$ cat config.mk
export PLATFORM = sky130hd
export DESIGN_NAME = hazard_controller_flat
export DESIGN_NICKNAME = d
export VERILOG_FILES = /design/src/rtl/hazard_pkg.sv /design/src/rtl/hazard_controller_if.sv /design/src/rtl/dest_history.sv /design/src/rtl/hazard_controller.sv /design/src/flat_wrapper.sv
export SDC_FILE = /design/constraint.sdc
export NUM_CORES = 1
export LEC_CHECK = 0
export ABC_AREA = 1
export ABC_CLOCK_PERIOD_IN_PS = 2800
export CORE_MARGIN = 10
export CORE_UTILIZATION = 47
export DETAILED_ROUTE_END_ITERATION = 16
export GPL_TIMING_DRIVEN = 0
export HOLD_SLACK_MARGIN = 0.15
export PLACE_DENSITY_LB_ADDON = 0.12
export SETUP_SLACK_MARGIN = 0.1
export SLEW_MARGIN = 20
export SYNTH_ARGS = -nofsm -noshare
export SYNTH_HDL_FRONTEND = slang
export SYNTH_SLANG_ARGS = --single-unit
$ cat constraint.sdc
create_clock -name CLK -period 2.8 [get_ports CLK]
set_input_delay 0.56 -clock CLK [delete_from_list [all_inputs] [get_ports CLK]]
set_output_delay 0.56 -clock CLK [all_outputs]
set_load 0.005 [all_outputs]
$ cat src/rtl/hazard_pkg.sv
// Shared types and instruction field positions for the pipeline hazard controller.
package hazard_pkg;

    typedef enum logic [1:0] {
        RUN,
        LOAD_STALL,
        HILO_WAIT
    } hazard_state_e;

    typedef struct packed {
        logic [4:0] dest;
        logic       isLoad;
    } slot_t;

    localparam int unsigned RS_MSB = 25;
    localparam int unsigned RS_LSB = 21;
    localparam int unsigned RT_MSB = 20;
    localparam int unsigned RT_LSB = 16;
    localparam int unsigned RD_MSB = 15;
    localparam int unsigned RD_LSB = 11;

endpackage

$ cat src/rtl/hazard_controller_if.sv
// Decode-side inputs and EXE-side control outputs of the hazard controller.
interface hazard_controller_if;
    import hazard_pkg::*;

    logic [31:0]   Instr;
    logic          ValidID;
    logic          RegWrite;
    logic          RegDest;
    logic          UsesRt;
    logic          MemRead;
    logic          MulDivStart;
    logic          HiLoAccess;
    logic          Stall;
    logic          Bubble;
    logic          forwardFromExe2rs;
    logic          forwardFromExe2rt;
    logic          forwardFromMem2rs;
    logic          forwardFromMem2rt;
    logic          MulDivBusy;
    hazard_state_e state;

    modport master (
        output Instr, ValidID, RegWrite, RegDest, UsesRt, MemRead, MulDivStart, HiLoAccess,
        input  Stall, Bubble, forwardFromExe2rs, forwardFromExe2rt, forwardFromMem2rs,
               forwardFromMem2rt, MulDivBusy, state
    );

    modport slave (
        input  Instr, ValidID, RegWrite, RegDest, UsesRt, MemRead, MulDivStart, HiLoAccess,
        output Stall, Bubble, forwardFromExe2rs, forwardFromExe2rt, forwardFromMem2rs,
               forwardFromMem2rt, MulDivBusy, state
    );

endinterface

$ cat src/rtl/dest_history.sv
// Two-slot EXE/MEM destination history; a stall pushes an empty slot into EXE.
module dest_history
    import hazard_pkg::*;
(
    input  logic  CLK,
    input  logic  RESET,
    input  logic  stall,
    input  slot_t id_slot,
    output slot_t exe_slot,
    output slot_t mem_slot
);

    slot_t exe_q;
    slot_t mem_q;

    always_ff @(posedge CLK or negedge RESET) begin
        if (!RESET) begin
            exe_q <= '0;
            mem_q <= '0;
        end else begin
            mem_q <= exe_q;
            exe_q <= stall ? '0 : id_slot;
        end
    end

    assign exe_slot = exe_q;
    assign mem_slot = mem_q;

endmodule

$ cat src/rtl/hazard_controller.sv
// Load-use / HI-LO stall sequencing and registered EXE operand forwarding selects.
module hazard_controller
    import hazard_pkg::*;
#(
    parameter int unsigned MULDIV_LATENCY = 4,  // 1..15, must fit in CNT_W bits
    parameter int unsigned CNT_W          = 4
) (
    input logic                CLK,
    input logic                RESET,
    hazard_controller_if.slave hz
);

    logic [4:0]       dest;
    logic [4:0]       src_rs;
    logic [4:0]       src_rt;
    slot_t            id_slot;
    slot_t            exe_slot;
    slot_t            mem_slot;
    logic             load_use;
    logic             hilo_haz;
    logic             stall;
    logic             exe2rs;
    logic             exe2rt;
    logic             mem2rs;
    logic             mem2rt;
    logic [CNT_W-1:0] cnt_q;
    logic [CNT_W-1:0] cnt_d;
    logic [3:0]       fwd_q;
    logic             bubble_q;
    logic             busy_q;
    hazard_state_e    state_q;
    logic             unused_instr;

    assign unused_instr = ^{hz.Instr[31:26], hz.Instr[10:0]};

    always_comb begin
        dest = '0;
        if (hz.ValidID && hz.RegWrite) begin
            dest = hz.RegDest ? hz.Instr[RD_MSB:RD_LSB] : hz.Instr[RT_MSB:RT_LSB];
        end
        src_rs = hz.ValidID ? hz.Instr[RS_MSB:RS_LSB] : '0;
        src_rt = (hz.ValidID && hz.UsesRt) ? hz.Instr[RT_MSB:RT_LSB] : '0;
    end

    assign id_slot = '{dest: dest, isLoad: hz.MemRead && hz.ValidID};

    dest_history u_dest_history (
        .CLK      (CLK),
        .RESET    (RESET),
        .stall    (stall),
        .id_slot  (id_slot),
        .exe_slot (exe_slot),
        .mem_slot (mem_slot)
    );

    assign load_use = exe_slot.isLoad && (exe_slot.dest != '0) &&
                      ((exe_slot.dest == src_rs) || (exe_slot.dest == src_rt));
    assign hilo_haz = (hz.HiLoAccess || hz.MulDivStart) && hz.ValidID && (cnt_q != '0);
    assign stall    = load_use || hilo_haz;

    // EXE match wins over MEM since it holds the younger result.
    assign exe2rs = (exe_slot.dest != '0) && (exe_slot.dest == src_rs);
    assign exe2rt = (exe_slot.dest != '0) && (exe_slot.dest == src_rt);
    assign mem2rs = (mem_slot.dest != '0) && (mem_slot.dest == src_rs) && !exe2rs;
    assign mem2rt = (mem_slot.dest != '0) && (mem_slot.dest == src_rt) && !exe2rt;

    always_comb begin
        cnt_d = cnt_q;
        if (!stall && hz.ValidID && hz.MulDivStart) begin
            cnt_d = CNT_W'(MULDIV_LATENCY);
        end else if (cnt_q != '0) begin
            cnt_d = cnt_q - CNT_W'(1);
        end
    end

    // State only mirrors the hazard equations; Stall never depends on it.
    always_ff @(posedge CLK or negedge RESET) begin
        if (!RESET) begin
            state_q  <= RUN;
            cnt_q    <= '0;
            busy_q   <= 1'b0;
            bubble_q <= 1'b0;
            fwd_q    <= '0;
        end else begin
            cnt_q    <= cnt_d;
            busy_q   <= (cnt_d != '0);
            bubble_q <= stall;
            fwd_q    <= stall ? 4'b0000 : {exe2rs, exe2rt, mem2rs, mem2rt};
            if (hilo_haz && ((cnt_q > CNT_W'(1)) || load_use)) begin
                state_q <= HILO_WAIT;
            end else if (load_use) begin
                state_q <= LOAD_STALL;
            end else begin
                state_q <= RUN;
            end
        end
    end

    assign hz.Stall             = stall;
    assign hz.Bubble            = bubble_q;
    assign hz.forwardFromExe2rs = fwd_q[3];
    assign hz.forwardFromExe2rt = fwd_q[2];
    assign hz.forwardFromMem2rs = fwd_q[1];
    assign hz.forwardFromMem2rt = fwd_q[0];
    assign hz.MulDivBusy        = busy_q;
    assign hz.state             = state_q;

endmodule

$ cat src/flat_wrapper.sv
// flat-port wrapper written by rule: the top's interface ports become plain ports
module hazard_controller_flat import hazard_pkg::*;
#(
    parameter int unsigned MULDIV_LATENCY = 4,                                  
    parameter int unsigned CNT_W          = 4
)
  (CLK, RESET, hz_Instr, hz_ValidID, hz_RegWrite, hz_RegDest, hz_UsesRt, hz_MemRead, hz_MulDivStart, hz_HiLoAccess, hz_Stall, hz_Bubble, hz_forwardFromExe2rs, hz_forwardFromExe2rt, hz_forwardFromMem2rs, hz_forwardFromMem2rt, hz_MulDivBusy, hz_state);
  hazard_controller_if hz_i ();
  input logic CLK;
  input logic RESET;
  input wire logic [$bits(hz_i.Instr)-1:0] hz_Instr;
  input wire logic [$bits(hz_i.ValidID)-1:0] hz_ValidID;
  input wire logic [$bits(hz_i.RegWrite)-1:0] hz_RegWrite;
  input wire logic [$bits(hz_i.RegDest)-1:0] hz_RegDest;
  input wire logic [$bits(hz_i.UsesRt)-1:0] hz_UsesRt;
  input wire logic [$bits(hz_i.MemRead)-1:0] hz_MemRead;
  input wire logic [$bits(hz_i.MulDivStart)-1:0] hz_MulDivStart;
  input wire logic [$bits(hz_i.HiLoAccess)-1:0] hz_HiLoAccess;
  output wire logic [$bits(hz_i.Stall)-1:0] hz_Stall;
  output wire logic [$bits(hz_i.Bubble)-1:0] hz_Bubble;
  output wire logic [$bits(hz_i.forwardFromExe2rs)-1:0] hz_forwardFromExe2rs;
  output wire logic [$bits(hz_i.forwardFromExe2rt)-1:0] hz_forwardFromExe2rt;
  output wire logic [$bits(hz_i.forwardFromMem2rs)-1:0] hz_forwardFromMem2rs;
  output wire logic [$bits(hz_i.forwardFromMem2rt)-1:0] hz_forwardFromMem2rt;
  output wire logic [$bits(hz_i.MulDivBusy)-1:0] hz_MulDivBusy;
  output wire logic [$bits(hz_i.state)-1:0] hz_state;
  assign hz_i.Instr = hz_Instr;
  assign hz_i.ValidID = hz_ValidID;
  assign hz_i.RegWrite = hz_RegWrite;
  assign hz_i.RegDest = hz_RegDest;
  assign hz_i.UsesRt = hz_UsesRt;
  assign hz_i.MemRead = hz_MemRead;
  assign hz_i.MulDivStart = hz_MulDivStart;
  assign hz_i.HiLoAccess = hz_HiLoAccess;
  assign hz_Stall = hz_i.Stall;
  assign hz_Bubble = hz_i.Bubble;
  assign hz_forwardFromExe2rs = hz_i.forwardFromExe2rs;
  assign hz_forwardFromExe2rt = hz_i.forwardFromExe2rt;
  assign hz_forwardFromMem2rs = hz_i.forwardFromMem2rs;
  assign hz_forwardFromMem2rt = hz_i.forwardFromMem2rt;
  assign hz_MulDivBusy = hz_i.MulDivBusy;
  assign hz_state = hz_i.state;
  hazard_controller #(.MULDIV_LATENCY(MULDIV_LATENCY), .CNT_W(CNT_W)) u_core (.CLK(CLK), .RESET(RESET), .hz(hz_i));
endmodule
# --- Yosys cells after proc, flatten, opt, wreduce, memory -nomap -nowiden ---
# Cells that the tools add are included.
classes:
  n_addsub: 1
  n_lt_le_gt_ge: 1
  n_eq_ne: 4
  muxes: 10
  reduce_logical: 27
op_table:
  columns: ["operator", "n"]
  rows:
  - ["$eq 5x5->1", 4]
  - ["$mux 5", 4]
  - ["$logic_and 1x1->1", 16]
  - ["$mux 4", 3]
  - ["$reduce_bool 5->1", 2]
  - ["$reduce_bool 4->1", 2]
  - ["$mux 6", 1]
  - ["$gt 4x1->1 const B", 1]
  - ["$logic_or 1x1->1", 4]
  - ["$sub 4x1->4 const B", 1]
  - ["$logic_not 1->1", 3]
  - ["$mux 2", 1]
  - ["$mux 1", 1]
totals:
  ff_bits: 23
  input_bits: 41
  output_inout_bits: 9
  elab_cells: 51

# --- Depth between registers and ports, before layout ---
depth:
  word_depth: 11
  depth_mapped: 13
  depth_no_buf: 12

# --- Modules after synthesis ---
# From an unflattened synthesis, not the netlist that was laid out.
unflattened:
  cells_unflattened: 168
  hier_area_um2: 1396.3
by_module_without_submodules:
  columns: ["mod", "instances", "cells_per_inst", "area_per_inst_um2", "seq_area_each_um2"]
  rows:
  - ["hazard_controller", 1, 144, 1051.0, 300.3]
  - ["dest_history", 1, 24, 345.3, 300.3]

# --- Worst setup path before layout ---
# OpenSTA, ideal clock, no wires.
synth_timing:
  path_type: "input -> output"
  startpoint: "input port hz_ValidID"
  endpoint: "output port hz_Stall"
  t_arrival_ns: 1.426
  required_ns: 2.240
  slack_ns: 0.814
  path_stages: 8
  path_buffers: 2
  cell_sequence: "buf_6 > buf_8 > nand2_4 > xor2_1 > nand3_2 > nand2_2 > nand2_4 > nand2_2"
synth_via:
  elab_chain_len: 6
  elab_cells_between_ends: 10
  cone_classes: "eq/ne (2); mux (2); reduce/logical (6)"
synth_lines:
  columns: ["item", "line_no", "text"]
  rows:
  - ["start: declaration", "flat_wrapper.sv:12", "input wire logic [$bits(hz_i.ValidID)-1:0] hz_ValidID;"]
  - ["$logic_and 1x1->1", "hazard_controller.sv:42", "src_rt = (hz.ValidID && hz.UsesRt) ? hz.Instr[RT_MSB:RT_LSB] : '0;"]
  - ["$mux 5", "hazard_controller.sv:42", null]
  - ["$eq 5x5->1", "hazard_controller.sv:57", "((exe_slot.dest == src_rs) || (exe_slot.dest == src_rt));"]
  - ["$logic_or 1x1->1", "hazard_controller.sv:57", null]
  - ["$logic_and 1x1->1", "hazard_controller.sv:56", "assign load_use = exe_slot.isLoad && (exe_slot.dest != '0) &&"]
  - ["$logic_or 1x1->1 (*)", "hazard_controller.sv:59", "assign stall = load_use || hilo_haz;"]
  - ["end: declaration", "flat_wrapper.sv:19", "output wire logic [$bits(hz_i.Stall)-1:0] hz_Stall;"]
# Mark *: on every way between the ends. The rest lies on a longest branch, timed or not.

# --- Final worst setup path ---
layout_timing:
  startpoint: "input port hz_Instr[22]"
  endpoint: "output port hz_Stall"
layout_via:
  elab_chain_len: 5
layout_lines:
  columns: ["item", "line_no", "text"]
  rows:
  - ["start: declaration", "flat_wrapper.sv:11", "input wire logic [$bits(hz_i.Instr)-1:0] hz_Instr;"]
  - ["$mux 5", "hazard_controller.sv:41", "src_rs = hz.ValidID ? hz.Instr[RS_MSB:RS_LSB] : '0;"]
  - ["$eq 5x5->1", "hazard_controller.sv:57", null]
  - ["$logic_or 1x1->1", "hazard_controller.sv:57", null]
  - ["$logic_and 1x1->1", "hazard_controller.sv:56", null]
  - ["$logic_or 1x1->1", "hazard_controller.sv:59", null]
# No other way between the ends.

==> impl_metrics.py <==
metrics = {
    "outcome": {
        "status": "finished clean",
    },
    "synth": {
        "synthTopCellsByArea": "dfrtp_1 43%, nand2_1 11%, xor2_1 7.9%, inv_1 5.7%, nor2_1 4.5%",
        "syn_area_um2": 1330,
        "synth-async-reset-ratio_pct": 100,
        "synth.avg_cell_area_um2": 8.28,
        "yosysWarnings": 0,
        "synth_edf_count": 0,
        "ys.flop_type": "dfrtp_1",
        "ys_top_cells_by_count": "39 x nand2_1, 23 x dfrtp_1, 20 x inv_1",
        "synth_area_leader_cell": "dfrtp_1",
        "ys_seq_area_share_pct": 43.4,
        "synth_fp_nets": 203,
        "synth-seq-cells": 23,
        "post-synth-top-count-cell": "nand2_1",
        "synth_cells": 160,
        "ys_types": 25,
        "synth_top_area_share_pct": 43.4,
    },
    "global_route": {
        "grt_max_degree": 24,
        "use_met2_pct": 20.1,
        "met3_usage_pct": 2.72,
        "antenna_found_initial": 0,
        "met1_usage_pct": 14.4,
        "overflow": 0,
        "grt_pass1_wl_um": 5220,
        "grtUsageTotal_pct": 12.2,
        "grt_pass1_vias": 1229,
        "top_usage_layer": "met2",
    },
    "setup_path": {
        "cp_max_fo": 7,
        "crit_type": "input pin to output pin",
        "crit_required_ns": 2.24,
        "crit_chain": "clkdlybuf4s50_1 > nand2_2 > nand2_1 > nand2_1 > nor3_2 > nand3_2 > nand2_2 > nand2_4 > nand2_4 > clkdlybuf4s15_1",
        "rrSetupSlack_ns": 1.19,
        "cp-end-kind": "output pin",
        "worstSetupStartpointType": "input pin",
        "arrival_ns": 2.01,
        "max_stage_delay_ns": 0.47,
        "reg2reg_from": "u_core.cnt_q[0]",
        "slowest_stage": "clkdlybuf4s50_1",
        "reg2regPathDepth": 10,
        "r2r_end": "u_core.hz.MulDivBusy",
    },
    "timing": {
        "setup_viol": 0,
        "finalHoldViolCount": 0,
        "rsz0062_at_grt": "false",
        "relSlewSlack_pct": 66.1,
        "slew_viol_final": 0,
        "post-route-min-period_ns": 2.57,
        "max_freq_mhz": 390,
        "timing.setup.tns_ns": 0,
        "layout_worst_path_cycle_share_pct": 91.6,
        "tightestPinTransition_ns": 0.509,
        "finClkSkew_ns": 0.00212,
    },
    "power": {
        "switchingPower_uw": 356,
        "clkPwrFrac_pct": 17.0,
        "power_frac_seq_pct": 43.9,
        "switching_share_pct": 36.9,
        "power.internal_uw": 609,
        "ir_drop_mv": 0.629,
        "power.density_nw_per_um2": 565,
        "p_comb_share_pct": 39.2,
        "leakage_nw": 0.848,
    },
    "route": {
        "remaining_drc_errors": 0,
        "via_count": 1146,
        "ant_nets": 0,
        "dr.pass1.iters": 4,
        "drtIter0Drc": 76,
        "vias_per_cell": 5.09,
        "wl_per_cell_um": 13.7,
        "finalWirelength_um": 3080,
    },
    "cts": {
        "cts_tree": "built",
        "numCtsBuffers": 3,
        "clk_latency_ns": 0.32,
        "cts.htree.levels": 1,
        "cts_hold_buf": 0,
        "path_clk_slew_ns": 0.13,
        "cts_buffer_depth": 2,
        "cts.sinks": 23,
        "cts_root_buf": "clkbuf_4",
    },
    "worst_hold_path": {
        "hp-class": "input pin to async pin",
    },
    "cells_and_area": {
        "area_growth_pct": 28.8,
        "final_core_util_pct": 62.4,
        "regArea_um2": 576,
        "fin_area_um2": 1710,
        "diodes": 0,
        "finalNonFillerCells": 225,
        "finish.net_count": 238,
        "nFillCells": 257,
        "drive_gt1_share_pct": 13.9,
        "multi_input_area_um2": 666,
    },
    "floorplan": {
        "rows": 19,
        "die-area_um2": 5340,
        "initial_utilization_pct": 48.5,
        "core_area_um2": 2730,
        "die_w_um": 73.1,
        "die_y_um": 73.1,
        "io_pins": 50,
    },
    "placement": {
        "gp_congestion": 0.917,
        "dp.cells": 221,
        "io_buffers": 30,
        "dp_hpwl_um": 2480,
        "postPlaceCellArea_um2": 1660,
    },
    "flow_run": {
        "maxCapViolCount": 0,
    },
}
==> cells in the final DEF, fill, tap and decap left out <==
cell type	Yosys	routed
nand4_2	1	1
a31oi_1	1	1
nor4_1	2	2
dfrtp_1	23	23
nand4_4	1	1
nor2_2	2	3
clkbuf_4	0	3
buf_2	0	1
nand2_1	39	38
nand2_2	5	5
o21ai_0	2	2
buf_8	1	1
dlygate4sd2_1	0	4
o22ai_1	1	1
nand2_4	2	3
nor3_1	3	2
buf_6	1	1
inv_1	20	20
a21oi_1	7	7
ha_1	2	2
clkdlybuf4s15_1	0	1
nor3_2	0	1
xor2_1	12	12
nand4_1	8	8
clkdlybuf4s50_1	0	24
nor2_1	16	15
nand3_2	1	3
nand3_4	1	1
nand3_1	7	5
buf_4	1	1
clkinv_2	0	1
or2_2	1	1
==> stage by stage <==
stage	hold WS [ns]	worst slack (ns)	total power, mW
floorplan	0.264	0.814	0.673
global placement	0.385	-0.156	0.795
finish	0.178	0.235	0.965
global route	0.216	0.128	1.04
CTS	0.422	0.201	0.972
detailed placement	0.392	-0.186	0.810
==> state kept, by name (all words and copies together) (netlist names) <==
signal                          cells
u_core.fwd_q                        4
u_core.u_dest_history.mem_slot      5
u_core.u_dest_history.exe_slot      6
u_core.hz.state                     2
u_core.cnt_q                        4
u_core.hz.Bubble                    1
u_core.hz.MulDivBusy                1
==> power by group through the flow <==
stage,Combinational (mW),Sequential (mW),Clock [mW]
after floorplan,0.247,0.426,0
after global placement,0.368,0.427,0
after detailed placement,0.379,0.431,0
after CTS,0.383,0.424,0.165
after global routing,0.437,0.430,0.177
final,0.378,0.423,0.164
==> cell families after synthesis <==
group | share of synthesized area (%)
AND/OR/NAND/NOR | 34.2
buffers and inverters | 8.21
flip-flops | 43.4
XOR/XNOR | 7.93
AO/OA/AOI/OAI | 4.34
adder cells (fa/ha/maj) | 1.89
==> layout make-up <==
cell class | instances | area share (%)
Inverter | 20 | 4.40
Tap cell | 31 | 2.27
Sequential cell | 23 | 33.7
Buffer | 3 | 1.98
Timing Repair Buffer | 30 | 17.0
Clock buffer | 3 | 1.32
Multi-Input combinational cell | 114 | 39.0
Clock inverter | 1 | 0.293
==> worst max-delay path: cells and delay by family <==
| kind | cells | cell delay, ns |
|---|---|---|
| and+or+nand+nor | 8 | 0.76 |
| buffers and inverters | 2 | 0.68 |
==> metal layers <==
layer	share of wire, %	vias up
met5	0	-
met4	2.4	0
met3	6.3	7
met2	48	28
met1	44	531
li1	-	580
==> how the worst max path moves through the flow <==
stage,startpoint,cells after the start,endpoint,slack (ns)
after floorplan,hz_ValidID,8,hz_Stall,0.81
after global placement,hz_Instr[22],10,hz_Stall,-0.16
after detailed placement,hz_Instr[18],10,hz_Stall,-0.19
after CTS,hz_Instr[23],9,hz_Stall,0.20
after global routing,hz_Instr[25],10,hz_Stall,0.13
final,hz_Instr[22],10,hz_Stall,0.23
==> repair_timing <==
item | CTS | global route
gates resized for setup | 10 | 2
setup buffers | 0 | 0
cloned | 0 | 0
pin swaps | 1 | 0
setup endpoints to repair | 1 | 1
No activity file was read; power rests on OpenSTA's default activity.
